`src/rtl/pm_loader_pkg.sv`:
```
// Shared types and constants for the program-memory loader.
// PM_LOADER_CHECKSUM_EN adds the GET_SUM state to the FSM encoding.
package pm_loader_pkg;

    localparam int         PM_DEPTH  = 256;
    localparam logic [7:0] PM_SUM_OK = 8'h00;

    typedef enum logic [2:0] {
        IDLE     = 3'd0,
        GET_ADDR = 3'd1,
        GET_LEN  = 3'd2,
        GET_DATA = 3'd3,
`ifdef PM_LOADER_CHECKSUM_EN
        GET_SUM  = 3'd4,
`endif
        FINISH   = 3'd5
    } pm_ld_state_t;

endpackage

```
`src/rtl/pm_loader.sv`:
```
// Byte-stream loader for the MPU341 program memory.
// Frame: ADDR, LEN (count-1), LEN+1 data bytes; CPU held in reset during a load.
// Build option PM_LOADER_CHECKSUM_EN: trailing checksum byte, err on bad sum.
module pm_loader
    import pm_loader_pkg::*;
#(
    parameter int ADDR_W        = 8,
    parameter int DATA_W        = 8,
    parameter bit HOLD_AT_RESET = 1'b1
) (
    input  logic              clock,
    input  logic              reset_n,
    input  logic              start,
    input  logic              s_valid,
    input  logic [DATA_W-1:0] s_data,
    output logic              s_ready,
    output logic              pm_we,
    output logic [ADDR_W-1:0] pm_addr,
    output logic [DATA_W-1:0] pm_wdata,
    output logic              cpu_hold,
    output logic              busy,
    output logic              done,
    output logic              err
);

    localparam int CNT_W = $clog2(PM_DEPTH);

    pm_ld_state_t      state_q, state_d;
    logic [ADDR_W-1:0] addr_q, addr_d;
    logic [CNT_W-1:0]  cnt_q, cnt_d;
    logic              pm_we_q, pm_we_d;
    logic [ADDR_W-1:0] pm_addr_q, pm_addr_d;
    logic [DATA_W-1:0] pm_wdata_q, pm_wdata_d;
    logic              cpu_hold_q, cpu_hold_d;
`ifdef PM_LOADER_CHECKSUM_EN
    logic              err_q, err_d;
    logic [DATA_W-1:0] sum_q, sum_d;
`endif

    logic xfer;

    // Ready is a pure function of state so there is no s_valid -> s_ready path.
    always_comb begin
        s_ready = (state_q == GET_ADDR) || (state_q == GET_LEN) || (state_q == GET_DATA)
`ifdef PM_LOADER_CHECKSUM_EN
               || (state_q == GET_SUM)
`endif
               ;
    end

    assign xfer     = s_valid && s_ready;
    assign pm_we    = pm_we_q;
    assign pm_addr  = pm_addr_q;
    assign pm_wdata = pm_wdata_q;
    assign cpu_hold = cpu_hold_q;
    assign busy     = (state_q != IDLE);
    assign done     = (state_q == FINISH);
`ifdef PM_LOADER_CHECKSUM_EN
    assign err      = err_q;
`else
    assign err      = 1'b0;
`endif

    // Next-state, counters, registered write port and hold control.
    always_comb begin
        state_d    = state_q;
        addr_d     = addr_q;
        cnt_d      = cnt_q;
        pm_we_d    = 1'b0;
        pm_addr_d  = pm_addr_q;
        pm_wdata_d = pm_wdata_q;
        cpu_hold_d = cpu_hold_q;
`ifdef PM_LOADER_CHECKSUM_EN
        err_d      = err_q;
        sum_d      = sum_q;
`endif
        case (state_q)
            IDLE: begin
                // a byte presented alongside start is left for GET_ADDR
                if (start) begin
                    cpu_hold_d = 1'b1;
`ifdef PM_LOADER_CHECKSUM_EN
                    err_d      = 1'b0;
                    sum_d      = '0;
`endif
                    state_d    = GET_ADDR;
                end
            end
            GET_ADDR: begin
                if (xfer) begin
                    addr_d  = ADDR_W'(s_data);
`ifdef PM_LOADER_CHECKSUM_EN
                    sum_d   = sum_q + s_data;
`endif
                    state_d = GET_LEN;
                end
            end
            GET_LEN: begin
                if (xfer) begin
                    cnt_d   = CNT_W'(s_data);
`ifdef PM_LOADER_CHECKSUM_EN
                    sum_d   = sum_q + s_data;
`endif
                    state_d = GET_DATA;
                end
            end
            GET_DATA: begin
                if (xfer) begin
                    pm_we_d    = 1'b1;
                    pm_addr_d  = addr_q;
                    pm_wdata_d = s_data;
                    addr_d     = addr_q + 1'b1;   // wraps 0xFF -> 0x00
                    cnt_d      = cnt_q - 1'b1;
`ifdef PM_LOADER_CHECKSUM_EN
                    sum_d      = sum_q + s_data;
                    if (cnt_q == '0) state_d = GET_SUM;
`else
                    if (cnt_q == '0) state_d = FINISH;
`endif
                end
            end
`ifdef PM_LOADER_CHECKSUM_EN
            GET_SUM: begin
                if (xfer) begin
                    err_d   = ((sum_q + s_data) != PM_SUM_OK);
                    state_d = FINISH;
                end
            end
`endif
            FINISH: begin
                // a failed checksum keeps the CPU parked in reset
`ifdef PM_LOADER_CHECKSUM_EN
                cpu_hold_d = err_q;
`else
                cpu_hold_d = 1'b0;
`endif
                state_d    = IDLE;
            end
            default: state_d = IDLE;
        endcase
    end

    // State and datapath registers; reset aborts any session in flight.
    always_ff @(posedge clock or negedge reset_n) begin
        if (!reset_n) begin
            state_q    <= IDLE;
            addr_q     <= '0;
            cnt_q      <= '0;
            pm_we_q    <= 1'b0;
            pm_addr_q  <= '0;
            pm_wdata_q <= '0;
            cpu_hold_q <= HOLD_AT_RESET;
`ifdef PM_LOADER_CHECKSUM_EN
            err_q      <= 1'b0;
            sum_q      <= '0;
`endif
        end else begin
            state_q    <= state_d;
            addr_q     <= addr_d;
            cnt_q      <= cnt_d;
            pm_we_q    <= pm_we_d;
            pm_addr_q  <= pm_addr_d;
            pm_wdata_q <= pm_wdata_d;
            cpu_hold_q <= cpu_hold_d;
`ifdef PM_LOADER_CHECKSUM_EN
            err_q      <= err_d;
            sum_q      <= sum_d;
`endif
        end
    end

endmodule

```
`config.mk`:
```
export PLATFORM = sky130hd
export DESIGN_NAME = pm_loader
export DESIGN_NICKNAME = d
export VERILOG_FILES = /design/src/rtl/pm_loader_pkg.sv /design/src/rtl/pm_loader.sv
export SDC_FILE = /design/constraint.sdc
export NUM_CORES = 1
export LEC_CHECK = 0
export ABC_AREA = 1
export BUFFER_PORTS_ARGS = -buffer_cell sky130_fd_sc_hd__buf_2
export CAP_MARGIN = 25
export CORE_MARGIN = 2
export CORE_UTILIZATION = 60
export CTS_CLUSTER_SIZE = 20
export DETAILED_ROUTE_END_ITERATION = 7
export HOLD_SLACK_MARGIN = 0.06
export PLACE_DENSITY = 0.93
export SLEW_MARGIN = 20
export SYNTH_ARGS = -nofsm -noshare
export SYNTH_HDL_FRONTEND = slang
export SYNTH_SLANG_ARGS = --single-unit
```
`constraint.sdc`:
```
create_clock -name clock -period 3.73 [get_ports clock]
set_input_delay 0.746 -clock clock [delete_from_list [all_inputs] [get_ports clock]]
set_output_delay 0.746 -clock clock [all_outputs]
set_load 0.01 [all_outputs]
```
**Word-level counts from Yosys, hierarchy flattened**

Cells that the tools add are included.

- Add/sub/neg operators: 2
- Equal/unequal tests: 9
- Muxes and demuxes: 15
- Reduce and logical (&&, ||, !) cells: 14

Operators by type and width:

| operator | number |
|---|---|
| $pmux 8 s2 | 2 |
| $mux 8 | 3 |
| $mux 3 | 5 |
| $pmux 3 s4 | 1 |
| $add 8x1->8 const B | 1 |
| $logic_not 8->1 | 1 |
| $ne 2x2->1 const B | 4 |
| $sub 8x1->8 const B | 1 |
| $eq 3x2->1 const B | 2 |
| $reduce_and 3->1 | 2 |
| $reduce_bool 2->1 | 3 |
| $reduce_and 5->1 | 1 |
| $reduce_and 2->1 | 2 |
| $eq 3x1->1 const B | 1 |
| $eq 3x3->1 const B | 1 |
| $logic_not 3->1 | 1 |
| $mux 1 | 3 |
| $reduce_bool 3->1 | 1 |
| $logic_or 1x1->1 | 2 |
| $ne 2x1->1 const B | 1 |
| $pmux 1 s2 | 1 |
| $logic_and 1x1->1 | 1 |

- Register bits: 37
- Bits of input ports: 12
- Word-level logic and storage cells: 47

**Depth between registers and ports, before layout**

Gate-level depths: netlist of run 1.

- Depth in word-level cells: 6
- Depth in mapped cells: 9
- Gate-level depth less buffers: 9

**Worst setup path after synthesis of run 1**

OpenSTA, ideal clock, no wires.

- Path kind: register -> output
- Start: register state_q[0]
- End: output done
- Arrival time: 0.884 ns
- Setup slack: 2.100 ns
- Stages on the path, launching flop included: 4
- Path buffers: 1
- Path through: dfrtp_1 -> buf_2 -> inv_1 -> nor3_1

- Longest elaborated chain between the ends: 1

RTL lines:

| item | RTL line | RTL |
|---|---|---|
| start, declared | pm_loader.sv:28 | `pm_ld_state_t state_q, state_d;` |
| start signal, assigned | pm_loader.sv:158 | `state_q <= state_d;` |
| $eq 3x3->1 | pm_loader.sv:57 | `assign done = (state_q == FINISH);` |
| end, declared | pm_loader.sv:22 | `output logic done,` |

Every way passes these cells.

**Final worst setup path of run 1**

Ends and elaborated chain as after synthesis.

==> results of run 1 <==
## cell type report
cell class,instances,share of cell area
Clock buffer,6,0.0227
Clock inverter,2,0.0166
Timing Repair Buffer,32,0.0709
Inverter,33,0.0554
Multi-Input combinational cell,181,0.398
Tap cell,46,0.0255
Sequential cell,37,0.411
## layout by cell type (no fill, tap or decap), types with 2 or more instances in the layout
cell / count
ha_1: 3
nor2_4: 2
inv_1: 30
clkbuf_4: 5
nor2_1: 21
a21boi_1: 3
xnor2_1: 2
nor3_1: 2
buf_2: 32
nand3_1: 13
dfrtp_1: 36
o21ai_2: 10
a21oi_1: 3
a22oi_1: 2
o21ai_0: 15
nand2_1: 92
nand4_1: 4
inv_2: 2
## worst paths after layout
kind | start | to | slack [ns]
setup / recovery | state_q[0]$_DFFE_PN0P_ | done | 1.54
hold / removal | reset_n | pm_wdata[4]$_DFFE_PN0P_ | 0.46
setup reg to reg | state_q[1]$_DFFE_PN0P_ | cnt_q[6]$_DFFE_PN0P_ | 2.15
hold reg to reg | pm_wdata[1]$_DFFE_PN0P_ | pm_wdata[1]$_DFFE_PN0P_ | 0.49
max in group asynchronous | reset_n | addr_q[0]$_DFFE_PN0P_ | 2.77
min in group clock | pm_wdata[1]$_DFFE_PN0P_ | pm_wdata[1]$_DFFE_PN0P_ | 0.49
## report_power, final
part	leakage [nW]	internal [mW]	switching (mW)
logic	0.746	0.310	0.514
clock network	0.0445	0.159	0.139
registers	0.447	0.587	0.143
## synth_stat cells (3+ instances only)
library cell  number  share of area
nand2_1           92           0.17
nand3_1           13          0.032
nand4_1            4          0.012
o21ai_2           10          0.044
inv_1             30          0.056
o21ai_0           15          0.037
ha_1               3          0.019
a21oi_1            3         0.0075
nor2_1            21          0.039
a21boi_1           3          0.011
dfrtp_1           36           0.45
buf_6              4          0.022
## state kept, by name, summed over array words and instances, names as in the netlist
signal / count
addr_q: 8
cnt_q: 8
cpu_hold: 1
pm_addr: 8
pm_wdata: 8
pm_we: 1
state_q: 3
## logic make-up (layout without fill, tap and decap cells)
| kind of cell | Yosys count | after routing | synth area share |
|---|---|---|---|
| buffers and inverters | 39 | 73 | 0.0909 |
| XOR/XNOR | 3 | 3 | 0.0131 |
| AO/OA/AOI/OAI | 36 | 36 | 0.118 |
| AND/OR/NAND/NOR | 138 | 138 | 0.296 |
| other | 1 | 1 | 0.00187 |
| adder cells (fa/ha/maj) | 3 | 3 | 0.0187 |
| flip-flops | 37 | 37 | 0.461 |
## per-layer routing
layer | wire (um) | vias to the layer above
met5 | 0 | -
met4 | 41 | 0
met3 | 221 | 6
met2 | 1990 | 55
met1 | 1730 | 780
li1 | - | 876
==> run metrics, run 1 <==
Rows=21; register area share after synthesis=0.461; post-cts resize count=0; num ports=34; Vias/cell=between 5 and 6; crit end category=output port; RSZ-0062 raised after global routing=false; Synth Register Bits=37; Fmax achieved=between 400 and 500 MHz; fraction of layout cells with a size suffix above 1=0.203; vias=1,717; met1 GRT Util=0.273; I/O Buffers=32; Area Growth Syn to Fin=12.4%; CP top delay family=flip-flops; Fill cells=258; Ys Warns=0; final net count=305; TritonCTS clock tree=done; CP cell instances=inv_1 -> nor3_1 -> buf_2; Clock Tree Buf Depth=2; dpl cell area=2170 sq um; Die Footprint=about 3800 sq um; 1st-iter DRT viols=approximately 130; die height=a little over 60 um; Post-CTS Setup Inserts=0; DRC viols=0; number of flops mapped to enable cells by yosys=0; Leak=between 1 and 1.5 nW; syn avg cell area=slightly below 8 sq um; worst hold slack=0.463 ns; Worst-Skew Late Latency=~0.35 ns; initial core utilization=0.612; Total GRT Usage=0.225; critical path peak fanout=8; Final Hold Fails=0; core area=3280 sq um; vias in the first global route=1,481; global-route wire length before repair=6240 um; initial antenna violation count=0; worst rel slew slack=0.471; Post-Synthesis Cells=257; met3 Resource Use GR=0.0497; WL/cell=11.8 um; GPL Wtd Cong=0.879; ANT cells=0; status=finished, final reports clean; placed wire-length estimate=2890 um; Buf+Inv Stages, Crit Path=2; crit path DAT=1.45 ns; placed cell count=about 330; Post-synth top flop=dfrtp_1; power consumption=1.85 mW; final slew viol count=0; htree depth=2; hold_buf cts=0; worst setup margin=approximately 1.5 ns; Unique masters post-synth=30; CTS clk-pin slew, worst paths=roughly 0.12 ns; VDD IR max=397 uV; post-layout util=0.688; Die X-Extent=just over 60 um; CTS sink cnt=37; CTS Buf Count=5; crit path time final=about 2.2 ns; R2R depth=7; CP required=2.98 ns; Worst Clk Skew=0.00737 ns; final setup violating endpoints=0; CP Depth=3; Crit path largest cell delay=between 0.5 and 0.6 ns; Hold WC Path Type=primary input to async pin; ANT nets after route=0; Tcrit/Tclk final=0.587; grt met2 use=0.388; DP Worst Slack=1.81 ns; asr flop ratio synth=1.00; Non-Filler Instances=337; max-cap viol count=0; Synth Cell Area=between 2000 and 2500 sq um; Syn Nets=272; largest net degree at the start of global routing=38; slowest stage cell, crit path=dfrtp_1; Sequential Area=roughly 930 sq um; Root Driver=clkbuf_4; Multi-input gate area=around 900 sq um; worst-margin pin slew=0.793 ns; CP Class=flop to output port; Worst Setup Start Kind=flop; Total Neg Setup Slack=0 ns; pwr dens=820 nW/um^2; busiest grt layer=met2; drt first pass iters=4; Remaining Overflow, GRT=0; post-route design area=2260 sq um; Routed WL=3980 um
(Power assumes the default switching activity.)
==> inputs of run 2 (changes only) <==
--- a/config.mk
+++ b/config.mk
@@ -9,11 +9,11 @@
 export BUFFER_PORTS_ARGS = -buffer_cell sky130_fd_sc_hd__buf_2
 export CAP_MARGIN = 25
 export CORE_MARGIN = 2
-export CORE_UTILIZATION = 60
+export CORE_UTILIZATION = 50
 export CTS_CLUSTER_SIZE = 20
 export DETAILED_ROUTE_END_ITERATION = 7
 export HOLD_SLACK_MARGIN = 0.06
-export PLACE_DENSITY = 0.93
+export PLACE_DENSITY = 0.84
 export SLEW_MARGIN = 20
 export SYNTH_ARGS = -nofsm -noshare
 export SYNTH_HDL_FRONTEND = slang
==> constraint.sdc (replaced) <==
create_clock -name clock -period 2 [get_ports clock]
set_input_delay 0.4 -clock clock [delete_from_list [all_inputs] [get_ports clock]]
set_output_delay 0.4 -clock clock [all_outputs]
set_load 0.01 [all_outputs]
==> run 2 against run 1 <==
- total power grew 82%
- clock-buffer cell count unchanged
- global-route usage decreased by 3.8 points
- critical path depth unchanged
- wire length shrank 4.2%
- clock power rose by 67%
- non-clock buffer count is 2 higher
- flip-flop and latch count stayed put
- cell count up 1.8%
- hold slack worse by 0.32 ns
- first-iteration DRC count fell by 27%
- critical endpoint unchanged
- largest power group unchanged
- highest routed layer unchanged
==> run metrics, run 2 (synthesis gave the netlist of run 1 again) <==
pwr dens=1480 nW/um^2 (was 820 nW/um^2); Die Footprint=4540 sq um (was 3830 sq um); placed wire-length estimate=2850 um (was 2890 um); Clock Tree Buf Depth=2 (unchanged); ANT cells=0 (unchanged); TritonCTS clock tree=done (unchanged); crit end category=output port (unchanged); core area=3940 sq um (was 3280 sq um); r2r startpoint=state_q[1]$_DFFE_PN0P_ (unchanged); Worst Clk Skew=0.00550 ns (was 0.00737 ns); Hold WC Path Type=primary input to async pin (unchanged); Remaining Overflow, GRT=0 (unchanged); 1st-iter DRT viols=95 (was 131); Die X-Extent=67.4 um (was 61.9 um); die height=67.4 um (was 61.9 um); I/O Buffers=32 (unchanged); part of the power in registers=0.406 (was 0.394); worst setup margin=0.289 ns (was 1.54 ns); largest net degree at the start of global routing=38 (unchanged); Crit path largest cell delay=0.52 ns (was 0.55 ns); Final Hold Fails=0 (unchanged); CP cell instances=inv_1 -> nor3_1 -> buf_2 (unchanged); Tcrit/Tclk final=0.856; CTS clk-pin slew, worst paths=0.07 ns (was 0.12 ns); Fmax achieved=584 MHz; Total GRT Usage=0.187 (was 0.225); DP Worst Slack=0.452 ns (was 1.81 ns); initial core utilization=0.510 (was 0.612); Post-CTS Setup Inserts=0 (unchanged); final setup violating endpoints=0 (unchanged); switch share=0.430 (about the same); global-route wire length before repair=6320 um (was 6240 um); final slew viol count=0 (unchanged); VDD IR max=433 uV (was 397 uV); post-cts resize count=0 (unchanged); htree depth=2 (unchanged); met1 GRT Util=0.208 (was 0.273); crit path time final=1.71 ns; CTS sink cnt=37 (unchanged); Clock Power Share=0.148 (was 0.161); R2R setup slack=0.51 ns (was 2.15 ns); Vias/cell=4.84 (was 5.09); commonest non-fill, non-tap cells in the layout=nand2_1, dfrtp_1, buf_2 (unchanged); Routed WL=3820 um (was 3980 um); vias in the first global route=1,494 (was 1,481); slowest stage cell, crit path=dfrtp_1 (unchanged); combinational group share of total power=0.446 (was 0.445); Buf+Inv Stages, Crit Path=2 (unchanged); drt first pass iters=4 (unchanged); max-cap viol count=0 (unchanged); final net count=307 (was 305); Worst Setup Start Kind=flop (unchanged); Root Driver=clkbuf_8 (was clkbuf_4); WL/cell=11.1 um (was 11.8 um); Rows=23 (was 21); R2R depth=7 (unchanged); status=finished, final reports clean (unchanged); critical path peak fanout=8 (unchanged); met3 Resource Use GR=0.0550 (was 0.0497); Fill cells=349 (was 258); reg2reg end=pm_addr[0]$_DFFE_PN0P_ (was cnt_q[6]$_DFFE_PN0P_); crit path DAT=1.31 ns (was 1.45 ns); Total Neg Setup Slack=0 ns (unchanged); CP Class=flop to output port (unchanged); busiest grt layer=met2 (unchanged); power consumption=3.37 mW (was 1.85 mW); ANT nets after route=0 (unchanged); RSZ-0062 raised after global routing=false (unchanged); DRC viols=0 (unchanged); CP top delay family=flip-flops (unchanged); Area Growth Syn to Fin=13.1% (was 12.4%); fraction of layout cells with a size suffix above 1=0.205 (was 0.203); CP required=1.60 ns (was 2.98 ns); num ports=34 (unchanged); grt met2 use=0.332 (was 0.388); vias=1,659 (was 1,717); Net Sw Power=1.45 mW (was 796 uW); Worst-Skew Late Latency=0.29 ns (was 0.35 ns); hold_buf cts=0 (unchanged); most common cell after layout, fill and taps aside=nand2_1 (unchanged); GPL Wtd Cong=0.882 (was 0.879); Leak=1.25 nW (was 1.24 nW); CTS Buf Count=5 (unchanged); initial antenna violation count=0 (unchanged); Internal=1.92 mW (was 1.06 mW)
-- run 2: cell count changes in the layout (fill, tap and decap cells not counted) --
cell,delta
clkbuf_1,+1
clkbuf_4,-5
buf_4,+2
clkinv_2,+2
clkbuf_8,+4
clkinvlp_4,-1
bufinv_16,-1
-- run 2: routing by layer --
| layer | wire length (um) | part of all wire |
|---|---|---|
| met1 | 1760 | 0.46 |
| met3 | 137 | 0.036 |
| met2 | 1840 | 0.48 |
| met5 | 0 | 0 |
| met4 | 74 | 0.019 |
-- run 2: area by class of cell --
cell class / instances / area, sq um / area share
Timing Repair Buffer: 34 / 175 / 0.0771
Clock inverter: 2 / 10.0 / 0.00441
Sequential cell: 37 / 927 / 0.408
Clock buffer: 6 / 72.6 / 0.0319
Tap cell: 50 / 62.6 / 0.0275
Multi-Input combinational cell: 181 / 900 / 0.396
Inverter: 33 / 125 / 0.0551
-- run 2: power groups by stage --
stage	registers, mW	clock network, mW	logic [mW]
after floorplan	1.39	0	1.08
after global placement	1.35	0	1.48
after detailed placement	1.38	0	1.51
after CTS	1.37	0.515	1.52
after global routing	1.42	0.557	1.73
final	1.37	0.499	1.50
-- run 2: how the worst max path moves through the flow --
stage                     slack [ns]                   start  cells after the start                endpoint
final                           0.29  state_q[0]$_DFFE_PN0P_                      3                    done
after global routing            0.12  state_q[0]$_DFFE_PN0P_                      3                    done
after CTS                       0.27  state_q[0]$_DFFE_PN0P_                      3                    done
after detailed placement        0.45                 s_valid                      6  pm_addr[0]$_DFFE_PN0P_
after global placement          0.48                 s_valid                      6  pm_addr[4]$_DFFE_PN0P_
after floorplan                 0.72  state_q[0]$_DFFE_PN0P_                      3                    done
-- run 2: per-stage QoR --
step	util	instance area, sq um	instances	hold slack, ns
after global routing	0.576	2270	343	0.171
final	0.576	2270	343	0.142
after detailed placement	0.555	2190	335	0.454
after floorplan	-	2010	257	0.104
after CTS	0.576	2270	343	0.150
after global placement	0.555	2190	335	0.451
==> inputs of run 3 (changes only) <==
--- a/config.mk
+++ b/config.mk
@@ -9,11 +9,11 @@
 export BUFFER_PORTS_ARGS = -buffer_cell sky130_fd_sc_hd__buf_2
 export CAP_MARGIN = 25
 export CORE_MARGIN = 2
-export CORE_UTILIZATION = 50
+export CORE_UTILIZATION = 40
 export CTS_CLUSTER_SIZE = 20
 export DETAILED_ROUTE_END_ITERATION = 7
 export HOLD_SLACK_MARGIN = 0.06
-export PLACE_DENSITY = 0.84
+export PLACE_DENSITY = 0.71
 export SLEW_MARGIN = 20
 export SYNTH_ARGS = -nofsm -noshare
 export SYNTH_HDL_FRONTEND = slang
==> run 3 against run 2 <==
- sequential share of layout area decreased by 0.31 points
- clock skew decreased by 0.0043 ns
- critical endpoint unchanged
- register-to-register slack about the same
- clock power increased by 4.2%
- clock-buffer cell count increased by 1
==> run metrics, run 3 (synthesis gave the netlist of run 1 again) <==
initial antenna violation count=0 (unchanged); I/O Buffers=32 (unchanged); Die X-Extent=74.9 um (was 67.4 um); hold_buf cts=0 (unchanged); CTS clk-pin slew, worst paths=0.07 ns (about the same); Area Growth Syn to Fin=13.9% (was 13.1%); final net count=306 (was 307); Routed WL=3950 um (was 3820 um); die height=74.9 um (was 67.4 um); htree depth=2 (unchanged); RSZ-0062 raised after global routing=false (unchanged); TritonCTS clock tree=done (unchanged); Leak=1.24 nW (was 1.25 nW); final slew viol count=0 (unchanged); CTS Buf Count=5 (unchanged); Worst-Skew Late Latency=0.28 ns (was 0.29 ns); crit end category=output port (unchanged); Die Footprint=5610 sq um (was 4540 sq um); pwr dens=1480 nW/um^2 (about the same); fraction of layout cells with a size suffix above 1=0.199 (was 0.205); vias in the first global route=1,555 (was 1,494); Post-CTS Setup Inserts=0 (unchanged); final setup violating endpoints=0 (unchanged); crit path time final=1.78 ns (was 1.71 ns); Non-Filler Instances=358 (was 343); Crit path largest cell delay=0.51 ns (was 0.52 ns); 1st-iter DRT viols=81 (was 95); Hold WC Path Type=primary input to async pin (unchanged); commonest non-fill, non-tap cells in the layout=nand2_1, dfrtp_1, buf_2 (unchanged); CP Class=flop to output port (unchanged); Vias/cell=4.53 (was 4.84); CP cell instances=inv_1 -> nor3_1 -> buf_2 (unchanged); ANT cells=0 (unchanged); GPL Wtd Cong=0.793 (was 0.882); core area=4790 sq um (was 3940 sq um); post-cts resize count=0 (unchanged); largest net degree at the start of global routing=38 (unchanged); CP required=1.60 ns (about the same); Rows=25 (was 23); num ports=34 (unchanged); Final Hold Fails=0 (unchanged); VDD IR max=384 uV (was 433 uV); Fmax achieved=563 MHz (was 584 MHz); vias=1,622 (was 1,659); Total Neg Setup Slack=0 ns (unchanged); worst hold slack=0.153 ns (was 0.142 ns); crit path DAT=1.38 ns (was 1.31 ns); power consumption=3.39 mW (was 3.37 mW); post-layout util=0.478 (was 0.576); Root Driver=clkbuf_8 (unchanged); critical path peak fanout=8 (unchanged); most common cell after layout, fill and taps aside=nand2_1 (unchanged); placed wire-length estimate=2920 um (was 2850 um); placed cell count=351 (was 335); DRC viols=0 (unchanged); Total GRT Usage=0.158 (was 0.187); drt first pass iters=4 (unchanged); R2R depth=8 (was 7); CTS sink cnt=37 (unchanged); Tcrit/Tclk final=0.889 (was 0.856); status=finished, final reports clean (unchanged); initial core utilization=0.420 (was 0.510); Remaining Overflow, GRT=0 (unchanged); slowest stage cell, crit path=dfrtp_1 (unchanged); WL/cell=11.0 um (was 11.1 um); ANT nets after route=0 (unchanged); Worst Clk Skew=0.00118 ns (was 0.00550 ns); Worst Setup Start Kind=flop (unchanged); global-route wire length before repair=6740 um (was 6320 um); max-cap viol count=0 (unchanged); Clock Tree Buf Depth=2 (unchanged)
## run 3: cell types whose count changed in the layout (fill, tap and decap cells not counted)
cell	delta
clkbuf_8	+1
clkinv_2	-2
buf_4	-1
## run 3: path summary, 6_finish.rpt
kind / startpoint / to / slack, ns
worst min-delay path: reset_n / pm_wdata[7]$_DFFE_PN0P_ / 0.15
worst max register to register: state_q[1]$_DFFE_PN0P_ / state_q[0]$_DFFE_PN0P_ / 0.50
min in group clock: s_data[2] / pm_wdata[2]$_DFFE_PN0P_ / 0.33
max in group asynchronous: reset_n / cpu_hold$_DFFE_PN1P_ / 1.50
worst min register to register: pm_wdata[2]$_DFFE_PN0P_ / pm_wdata[2]$_DFFE_PN0P_ / 0.47
worst max-delay path: state_q[0]$_DFFE_PN0P_ / done / 0.22
## run 3: metrics by stage
step | area, sq um | setup WS, ns
after CTS | 2290 | 0.225
after detailed placement | 2200 | 0.426
final | 2290 | 0.222
after global routing | 2290 | 0.146
after floorplan | 2010 | 0.716
after global placement | 2200 | 0.460
## run 3: report_power, final
| group | switching [mW] | internal, mW | leakage [nW] |
|---|---|---|---|
| sequential | 0.263 | 1.10 | 0.447 |
| combinational | 0.933 | 0.577 | 0.750 |
| clock | 0.247 | 0.273 | 0.0443 |
## run 3: worst max-delay path: cells and delay by family, from the launching register on
| family | cells | cell delay [ns] |
|---|---|---|
| AND/OR/NAND/NOR | 1 | 0.29 |
| buffers and inverters | 2 | 0.29 |
| flip-flops | 1 | 0.51 |
## run 3: cell type report
class                   instances  area [sq um]
fillers                       503          2500
repair buffers                 33           168
inverters                      33           125
flip-flops and latches         37           927
multi-input cells             181           900
clock buffers                   7          86.3
well taps                      67          83.8
## run 3: metal layers
| metal | share of wire | wire length (um) | global-route usage | up-vias |
|---|---|---|---|---|
| met3 | 0.040 | 159 | 0.0442 | 9 |
| li1 | - | - | - | 874 |
| met5 | 0 | 0 | 0 | - |
| met1 | 0.46 | 1800 | 0.189 | 714 |
| met2 | 0.48 | 1900 | 0.266 | 25 |
| met4 | 0.022 | 87 | 0.0694 | 0 |
